File: src/rtl/scmp_bus_ctl.sv
// scmp_bus_ctl: single-beat bus-cycle sequencer for the SC/MP core family.
// Runs one read or write per request on the multiplexed bus: status and
// upper address on the data pins while ADS_n is low, then an RD_n/WR_n
// strobe that can be stretched by hold_i, then one recovery cycle.
// Bus arbitration through the BREQ/ENIN/ENOUT daisy chain is optional.
//
// Request handshake: a request transfers on any rising edge where
// req_i && req_rdy_o. req_rdy_o is high only in IDLE and RECOV (and never
// while rst is high); req_i may be held with stable fields until accepted.
// Completion is a single-cycle rsp_valid_o pulse with no back-pressure.
module scmp_bus_ctl #(
    parameter int ADDR_W   = 12,
    parameter int ADS_CYC  = 1,
    parameter int MIN_WAIT = 2,
    parameter int USE_ARB  = 0
) (
    input  logic              clk,
    input  logic              rst,
    input  logic              req_i,
    input  logic              req_we_i,
    input  logic [ADDR_W-1:0] req_addr_i,
    input  logic [7:0]        req_wdata_i,
    input  logic [3:0]        req_flags_i,
    output logic              req_rdy_o,
    output logic              rsp_valid_o,
    output logic [7:0]        rsp_rdata_o,
    output logic [11:0]       addr_o,
    input  logic [7:0]        D_i,
    output logic [7:0]        D_o,
    output logic              D_oe,
    output logic              ADS_n,
    output logic              RD_n,
    output logic              WR_n,
    input  logic              hold_i,
    output logic              breq_o,
    input  logic              enin_i,
    output logic              enout_o,
    output logic [2:0]        dbg_state_o
);

    typedef enum logic [2:0] {
        S_IDLE  = 3'd0,
        S_ARB   = 3'd1,
        S_ADS   = 3'd2,
        S_STRB  = 3'd3,
        S_RECOV = 3'd4
    } state_t;

    state_t      r_state;
    logic        r_we;
    logic [7:0]  r_wdata;
    logic [7:0]  r_hdr;     // status/upper-address byte shown during ADS
    logic [11:0] r_addr;
    logic [3:0]  r_cnt;     // cycles spent in the current ADS/STRB state

    logic [3:0]  w_req_hi;
    logic [7:0]  w_req_hdr;

    // Upper address bits only exist for widths above 12; otherwise the nibble is zero.
    generate
        if (ADDR_W > 12) begin : g_hi
            assign w_req_hi = 4'(req_addr_i[ADDR_W-1:12]);
        end else begin : g_no_hi
            assign w_req_hi = 4'h0;
        end
    endgenerate

    assign w_req_hdr   = {req_flags_i, w_req_hi};
    assign dbg_state_o = r_state;

    // Ready in IDLE and RECOV only; held low during reset.
    always_comb begin
        req_rdy_o = !rst && ((r_state == S_IDLE) || (r_state == S_RECOV));
    end

    // Grant passes downstream only when this block neither wants nor owns the bus.
    always_comb begin
        enout_o = 1'b0;
        if (!rst) begin
            if (USE_ARB != 0) begin
                enout_o = enin_i && (r_state == S_IDLE) && !req_i;
            end else begin
                enout_o = enin_i;
            end
        end
    end

    // Bus cycle sequencer; every bus pin is a register updated here.
    always_ff @(posedge clk) begin
        if (rst) begin
            r_state     <= S_IDLE;
            r_we        <= 1'b0;
            r_wdata     <= 8'h00;
            r_hdr       <= 8'h00;
            r_addr      <= 12'h000;
            r_cnt       <= 4'd0;
            ADS_n       <= 1'b1;
            RD_n        <= 1'b1;
            WR_n        <= 1'b1;
            D_oe        <= 1'b0;
            D_o         <= 8'h00;
            addr_o      <= 12'h000;
            breq_o      <= 1'b0;
            rsp_valid_o <= 1'b0;
            rsp_rdata_o <= 8'h00;
        end else begin
            rsp_valid_o <= 1'b0;
            case (r_state)
                S_IDLE: begin
                    if (req_i) begin
                        r_we    <= req_we_i;
                        r_wdata <= req_wdata_i;
                        r_hdr   <= w_req_hdr;
                        r_addr  <= req_addr_i[11:0];
                        if (USE_ARB != 0) begin
                            r_state <= S_ARB;
                            breq_o  <= 1'b1;
                        end else begin
                            r_state <= S_ADS;
                            r_cnt   <= 4'd1;
                            ADS_n   <= 1'b0;
                            D_oe    <= 1'b1;
                            D_o     <= w_req_hdr;
                            addr_o  <= req_addr_i[11:0];
                        end
                    end
                end

                S_ARB: begin
                    // Wait for the grant as long as it takes.
                    if (enin_i) begin
                        r_state <= S_ADS;
                        r_cnt   <= 4'd1;
                        ADS_n   <= 1'b0;
                        D_oe    <= 1'b1;
                        D_o     <= r_hdr;
                        addr_o  <= r_addr;
                    end
                end

                S_ADS: begin
                    if (r_cnt == 4'(ADS_CYC)) begin
                        r_state <= S_STRB;
                        r_cnt   <= 4'd1;
                        ADS_n   <= 1'b1;
                        if (r_we) begin
                            WR_n <= 1'b0;
                            D_oe <= 1'b1;
                            D_o  <= r_wdata;
                        end else begin
                            RD_n <= 1'b0;
                            D_oe <= 1'b0;
                            D_o  <= 8'h00;
                        end
                    end else begin
                        r_cnt <= r_cnt + 4'd1;
                    end
                end

                S_STRB: begin
                    // Counter stops at MIN_WAIT; from then on hold_i alone stretches the strobe.
                    if (r_cnt >= 4'(MIN_WAIT)) begin
                        if (!hold_i) begin
                            r_state     <= S_RECOV;
                            RD_n        <= 1'b1;
                            WR_n        <= 1'b1;
                            rsp_valid_o <= 1'b1;
                            if (!r_we) begin
                                rsp_rdata_o <= D_i;
                            end
                        end
                    end else begin
                        r_cnt <= r_cnt + 4'd1;
                    end
                end

                S_RECOV: begin
                    // Write data stays driven here as data hold time.
                    if (req_i) begin
                        // Pipelined accept: keep the bus and go straight to ADS.
                        r_we    <= req_we_i;
                        r_wdata <= req_wdata_i;
                        r_hdr   <= w_req_hdr;
                        r_addr  <= req_addr_i[11:0];
                        r_state <= S_ADS;
                        r_cnt   <= 4'd1;
                        ADS_n   <= 1'b0;
                        D_oe    <= 1'b1;
                        D_o     <= w_req_hdr;
                        addr_o  <= req_addr_i[11:0];
                    end else begin
                        r_state <= S_IDLE;
                        breq_o  <= 1'b0;
                        D_oe    <= 1'b0;
                        D_o     <= 8'h00;
                    end
                end

                default: begin
                    r_state <= S_IDLE;
                end
            endcase
        end
    end

endmodule

File: config.mk
export PLATFORM = sky130hd
export DESIGN_NAME = scmp_bus_ctl
export DESIGN_NICKNAME = d
export VERILOG_FILES = /design/src/rtl/scmp_bus_ctl.sv
export SDC_FILE = /design/constraint.sdc
export NUM_CORES = 1
export LEC_CHECK = 0
export ABC_AREA = 1
export CORE_MARGIN = 5
export CORE_UTILIZATION = 40
export DETAILED_ROUTE_END_ITERATION = 8
export PLACE_DENSITY = 0.67
export SLEW_MARGIN = 20
export SYNTH_ARGS = -nofsm -noshare
export SYNTH_HDL_FRONTEND = slang
export SYNTH_SLANG_ARGS = --single-unit
File: constraint.sdc
create_clock -name clk -period 2.5 [get_ports clk]
set_input_delay 0.25 -clock clk [delete_from_list [all_inputs] [get_ports clk]]
set_output_delay 0.25 -clock clk [all_outputs]
set_load 0.01 [all_outputs]
Word-level counts from Yosys, hierarchy flattened
Cells that the tools add are included.
W data, S select, Z words.

cells by class
  add/sub/neg operators = 1
  order comparisons = 1
  equality and inequality tests = 14
  mux-type cells = 41
  bitwise logic cells = 4
  reduce and logical (&&, ||, !) cells = 20

operator list
  cell                   number
  $mux W8                5
  $pmux W8 S4            1
  $mux W12               2
  $pmux W12 S2           1
  $mux W1                16
  $mux W4                4
  $ne A2 B2 Y1 const B   8
  $pmux W4 S4            1
  $reduce_and A4 Y1      4
  $mux W3                5
  $pmux W3 S5            1
  $reduce_and A5 Y1      3
  $reduce_bool A4 Y1     2
  $eq A3 B2 Y1 const B   2
  $add A4 B1 Y4 const B  1
  $eq A4 B1 Y1 const B   1
  $ge A4 B2 Y1 const B   1
  $not A1 Y1             4
  $pmux W1 S2            2
  $pmux W1 S4            1
  $reduce_bool A2 Y1     2
  $eq A3 B1 Y1 const B   1
  $eq A3 B3 Y1 const B   1
  $logic_not A3 Y1       1
  other kinds (11)       11

storage, ports and cells
  bits in registers = 65
  bits of input ports = 38
  output and inout port bits = 39
  word-level logic and storage cells = 95

Depth between registers and ports, before layout
  word-level depth = 4
  depth in mapped cells = 11

Least setup slack after synthesis
No wires, ideal clock.

  path type = reg-to-reg
  start point = register r_state[0], in the netlist dbg_state_o[0]
  end point = register addr_o[1]
  setup time = 116 ps
  arrival time = 1311 ps
  data required time = 2384 ps
  setup slack = 1073 ps
  stages on the path, launching flop included = 11
  path buffers = 1
  clock period less this slack = 1427 ps
  cells stage by stage = dfxtp_1 inv_2 nand2_4 nor2_2 clkinv_2 nand2_2 nor2_4 inv_2 buf_6 nor2_1 nor2_1

on the way
  word-level cells in the longest chain between the ends = 4
  elaborated cells on any way between the ends = 9
  those cells by class = eq/ne (4); mux (1); reduce/logical (4)

RTL lines
  element                                                              RTL line  RTL
  start, declared                                                      49        state_t r_state;
  start signal, assigned                                               91        r_state <= S_IDLE;
  start signal, assigned                                               116       r_state <= S_ARB;
  start signal, assigned                                               119       r_state <= S_ADS;
  $eq A3 B3 Y1 / $logic_not A3 Y1 (equally long branches)              108       case (r_state)
  $reduce_or A2 Y1 (no line)                                           --
  $ne A2 B1 Y1 (no line) / $reduce_bool A2 Y1 (equally long branches)  --
  $reduce_and A3 Y1 (no line)                                          --
  end signal, assigned                                                 124       addr_o <= req_addr_i[11:0];
  end signal, assigned                                                 137       addr_o <= r_addr;
  end signal, assigned                                                 190       addr_o <= req_addr_i[11:0];
  end, declared                                                        27        output logic [11:0] addr_o,

Parallel ways exist; a longest one is shown, timed or not.
A chain may end at the register's enable or synchronous reset.

Worst setup path after layout
  start point = register r_state[0], in the netlist dbg_state_o[0]
  end point = output port req_rdy_o

on the way
  word-level cells in the longest chain between the ends = 3
  elaborated cells on any way between the ends = 4
  those cells by class = eq/ne (1); reduce/logical (3)

RTL lines
  element                                                  RTL line  RTL
  $eq A3 B3 Y1 / $logic_not A3 Y1 (equally long branches)  73        req_rdy_o = !rst && ((r_state == S_IDLE) || (r_state == S_RECOV));
  $logic_or A1 B1 Y1 (*)                                   73
  $logic_and A1 B1 Y1 (*)                                  73
  end, declared                                            24        output logic req_rdy_o,

Mark *: on every way between the ends. The rest lies on a longest branch, timed or not.

==> run_results.csv <==
group,metric,value,unit
critical_path,crit_family,"buffers and inverters",
power,power-per-cell-area,1083,nW/um^2
die,coreArea,7253,sq um
routing,post_drt_wl_per_cell,12.34,um
critical_path,path_buf_inv,2,
global_routing,use_met2,27.36,%
routing,drtIter0Drc,120,
routing,viasPerCell,4.702,
synthesis,yosys.area.top_type,"dfxtp_1",
clock_tree,cts_buffer_depth,2,
power,power.total,4.290,mW
critical_path,r2r-start,"dbg_state_o[0]",
clock_tree,cts-root-buf,"clkbuf_8",
sta,finalClockSkew,0.01269,ns
cells_and_area,finalNonFillerCells,597,
sta,slew_viol_final,0,
cells_and_area,n_antenna_cell,0,
global_routing,grt.busiest_layer,"met2",
sta,fmax,514.1,MHz
global_routing,met1_usage,21.03,%
clock_tree,hold_buffers,0,
synthesis,synth_nets,465,
clock_tree,ctsResizeCount,0,
sta,finalCritPeriodShare,77.80,%
synthesis,yosysWarnings,0,
global_routing,grt_max_degree,44,
sta,fin_setup_tns,0,ns
critical_path,startpoint,"dbg_state_o[0]",
run_status,outcome,"finished, final reports clean",
die,rows,31,
critical_path,path_depth,4,
cells_and_area,final_common_cell,"nand2_1",
die,top_level_ports,77,
cells_and_area,num-nets-final,536,
routing,vias,2807,
clock_tree,post_cts_buffers,0,
critical_path,cp.arrival,1.70,ns
routing,ant_nets,0,
clock_tree,clk_latency,0.35,ns
place,gp_congestion,0.8077,
cells_and_area,final_layout_size_suffix_gt1_share,10.84,%
synthesis,netlist_instances,424,
die,start_util,41.28,%
global_routing,grtUsageMet3,4.183,%
synthesis,synth_top_area_share,43.46,%
critical_path,slowest_stage,"clkdlybuf4s50_1",
synthesis,yosys-top-cells-area,"dfxtp_1 43%, nand2_1 9.5%, nor2_1 9.2%",
global_routing,gr-total-overflow,0,
worst_hold_path,hp-class,"register to register",
job,maxCapViolCount,0,
cells_and_area,fillers,711,
synthesis,ys_types,26,
place,place_inst,583,
routing,drt-total-wl,7368,um
synthesis,ys_seq_elements,65,
clock_tree,clkTransAtPathRegs,0.06,ns
global_routing,track_usage,16.93,%
synthesis,avgSynthCellArea,7.062,sq um
worst_hold_path,worstHoldStart,"r_addr[3]",
critical_path,cp-endpoint,"req_rdy_o",
sta,setup_viol,0,
routing,drc,0,
sta,period_needed,1.945,ns
global_routing,grt_pass1_vias,2647,
synthesis,ys_seq_area_share,43.46,%
place,hpwl,5371,um
die,die_h,96.52,um
critical_path,r2r_setup_slack,0.78,ns
global_routing,grt_antenna_before_repair,0,
cells_and_area,areaGrowthSynthToFinish,32.26,%
critical_path,cp-end-kind,"output pin",
clock_tree,cts_buffers,9,
clock_tree,cts_tree,"done",
critical_path,r2r_end,"addr_o[6]",
global_routing,grt_pass1_wl,12130,um
critical_path,crit_fanout,7,
critical_path,crit_required,2.25,ns
power,ir_drop,0.4723,mV
cells_and_area,design_area,3960,sq um
sta,max_slew_margin,59.27,%
critical_path,reg2reg_depth,9,
sta,hold_ws,0.4514,ns
clock_tree,htree_levels,3,
sta,worstMarginPinSlew,0.6100,ns
critical_path,critPathKind,"register to output pin",
place,dpl_cell_area,3791,sq um
clock_tree,cts.sink_count,65,
cells_and_area,mostFrequentLayoutCells,"76 x nand2_1, 75 x clkdlybuf4s50_1, 73 x nor2_1",
sta,rsz0062_at_grt,"no",
routing,first_pass_iters,4,
critical_path,cpPeakStageDelay,0.55,ns
die,die_area,9315,sq um
critical_path,path_cells,"inv_2 -> nand2_4 -> nor2_1 -> clkdlybuf4s50_1",
place,portBuffers,75,
sta,finalHoldViolCount,0,
synthesis,netlist_area,2994,sq um
power,p_leak,1.661,nW
critical_path,critPathLaunchType,"register",
die,die_x,96.52,um
-- cell type report --
| cell class | instances | area (sq um) | area share (%) |
|---|---|---|---|
| clock buffers | 11 | 151.4 | 3.823 |
| inverters | 47 | 177.7 | 4.487 |
| flip-flops and latches | 65 | 1301 | 32.86 |
| multi-input cells | 293 | 1408 | 35.55 |
| well taps | 99 | 123.9 | 3.128 |
| clock inverters | 3 | 17.52 | 0.4423 |
| repair buffers | 79 | 780.7 | 19.72 |
-- worst min path at each step --
stage	slack (ns)	to	depth (start not counted)
after global placement	0.43	r_addr[2]	2
after CTS	0.45	r_addr[9]	2
after floorplan	0.38	r_wdata[3]	2
final	0.45	r_addr[3]	2
after global routing	0.47	r_addr[3]	2
after detailed placement	0.44	r_addr[9]	2
-- routing by layer --
layer | routed length, um | part of all wire, % | up-vias
met4 | 155 | 2.1 | 0
met2 | 3407 | 46 | 68
met1 | 3474 | 47 | 1241
li1 | - | - | 1484
met5 | 0 | 0 | -
met3 | 330 | 4.5 | 14
-- through the flow --
stage	worst slack [ns]	utilization, %
4_1_cts	0.5323	54.60
3_5_place_dp	0.5815	52.27
5_1_grt	0.4579	54.60
3_3_place_gp	0.6246	52.27
2_1_floorplan	1.073	-
6_report	0.5549	54.60
-- sequential cells by signal (all words and copies together) (netlist names), 3 cells and up --
name / cells
addr_o: 12
r_addr: 12
D_o: 8
r_wdata: 8
rsp_rdata_o: 8
r_cnt: 4
r_hdr: 4
dbg_state_o: 3
-- worst reg2reg max path, cell delays in order (launching register included) --
cell	delay, ns
dfxtp_1	0.51
inv_2	0.16
nand2_4	0.14
nor2_2	0.05
clkinv_2	0.06
nand2_2	0.07
nor2_4	0.25
inv_2	0.21
nor2_1	0.13
nor2_1	0.05
-- kinds of logic (layout without fill, tap and decap cells) --
logic type               Yosys count  count (layout)  share of synthesized area [%]
AND/OR/NAND/NOR                  201             201                          30.67
XOR/XNOR                           1               1                         0.2926
adder cells (fa/ha/maj)            3               3                          1.254
other                              1               1                         0.1252
AO/OA/AOI/OAI                     87              87                          14.67
flip-flops                        65              65                          43.46
buffers and inverters             66             140                          9.527
-- synth_stat cells --
master	n
nand3_1	17
nand2_1	76
clkinv_2	1
nor2_4	4
nor2_2	12
dfxtp_1	65
nand2_4	2
nor2_8	1
inv_2	8
buf_2	5
clkbuf_1	8
nand4_1	9
o21ai_2	1
a21oi_1	32
inv_1	38
nand3_2	3
nor2_1	73
buf_4	2
o21ai_0	48
buf_6	3
buf_1	1
conb_1	1
o21ai_1	6
ha_1	3
xor2_1	1
nand2_2	4
-- report_power, final --
| part | total, mW | internal [mW] | switching, mW |
|---|---|---|---|
| Sequential | 1.50 | 1.32 | 0.171 |
| Combinational | 2.00 | 0.775 | 1.22 |
| Clock | 0.796 | 0.399 | 0.397 |
No activity file was read; power rests on OpenSTA's default activity.
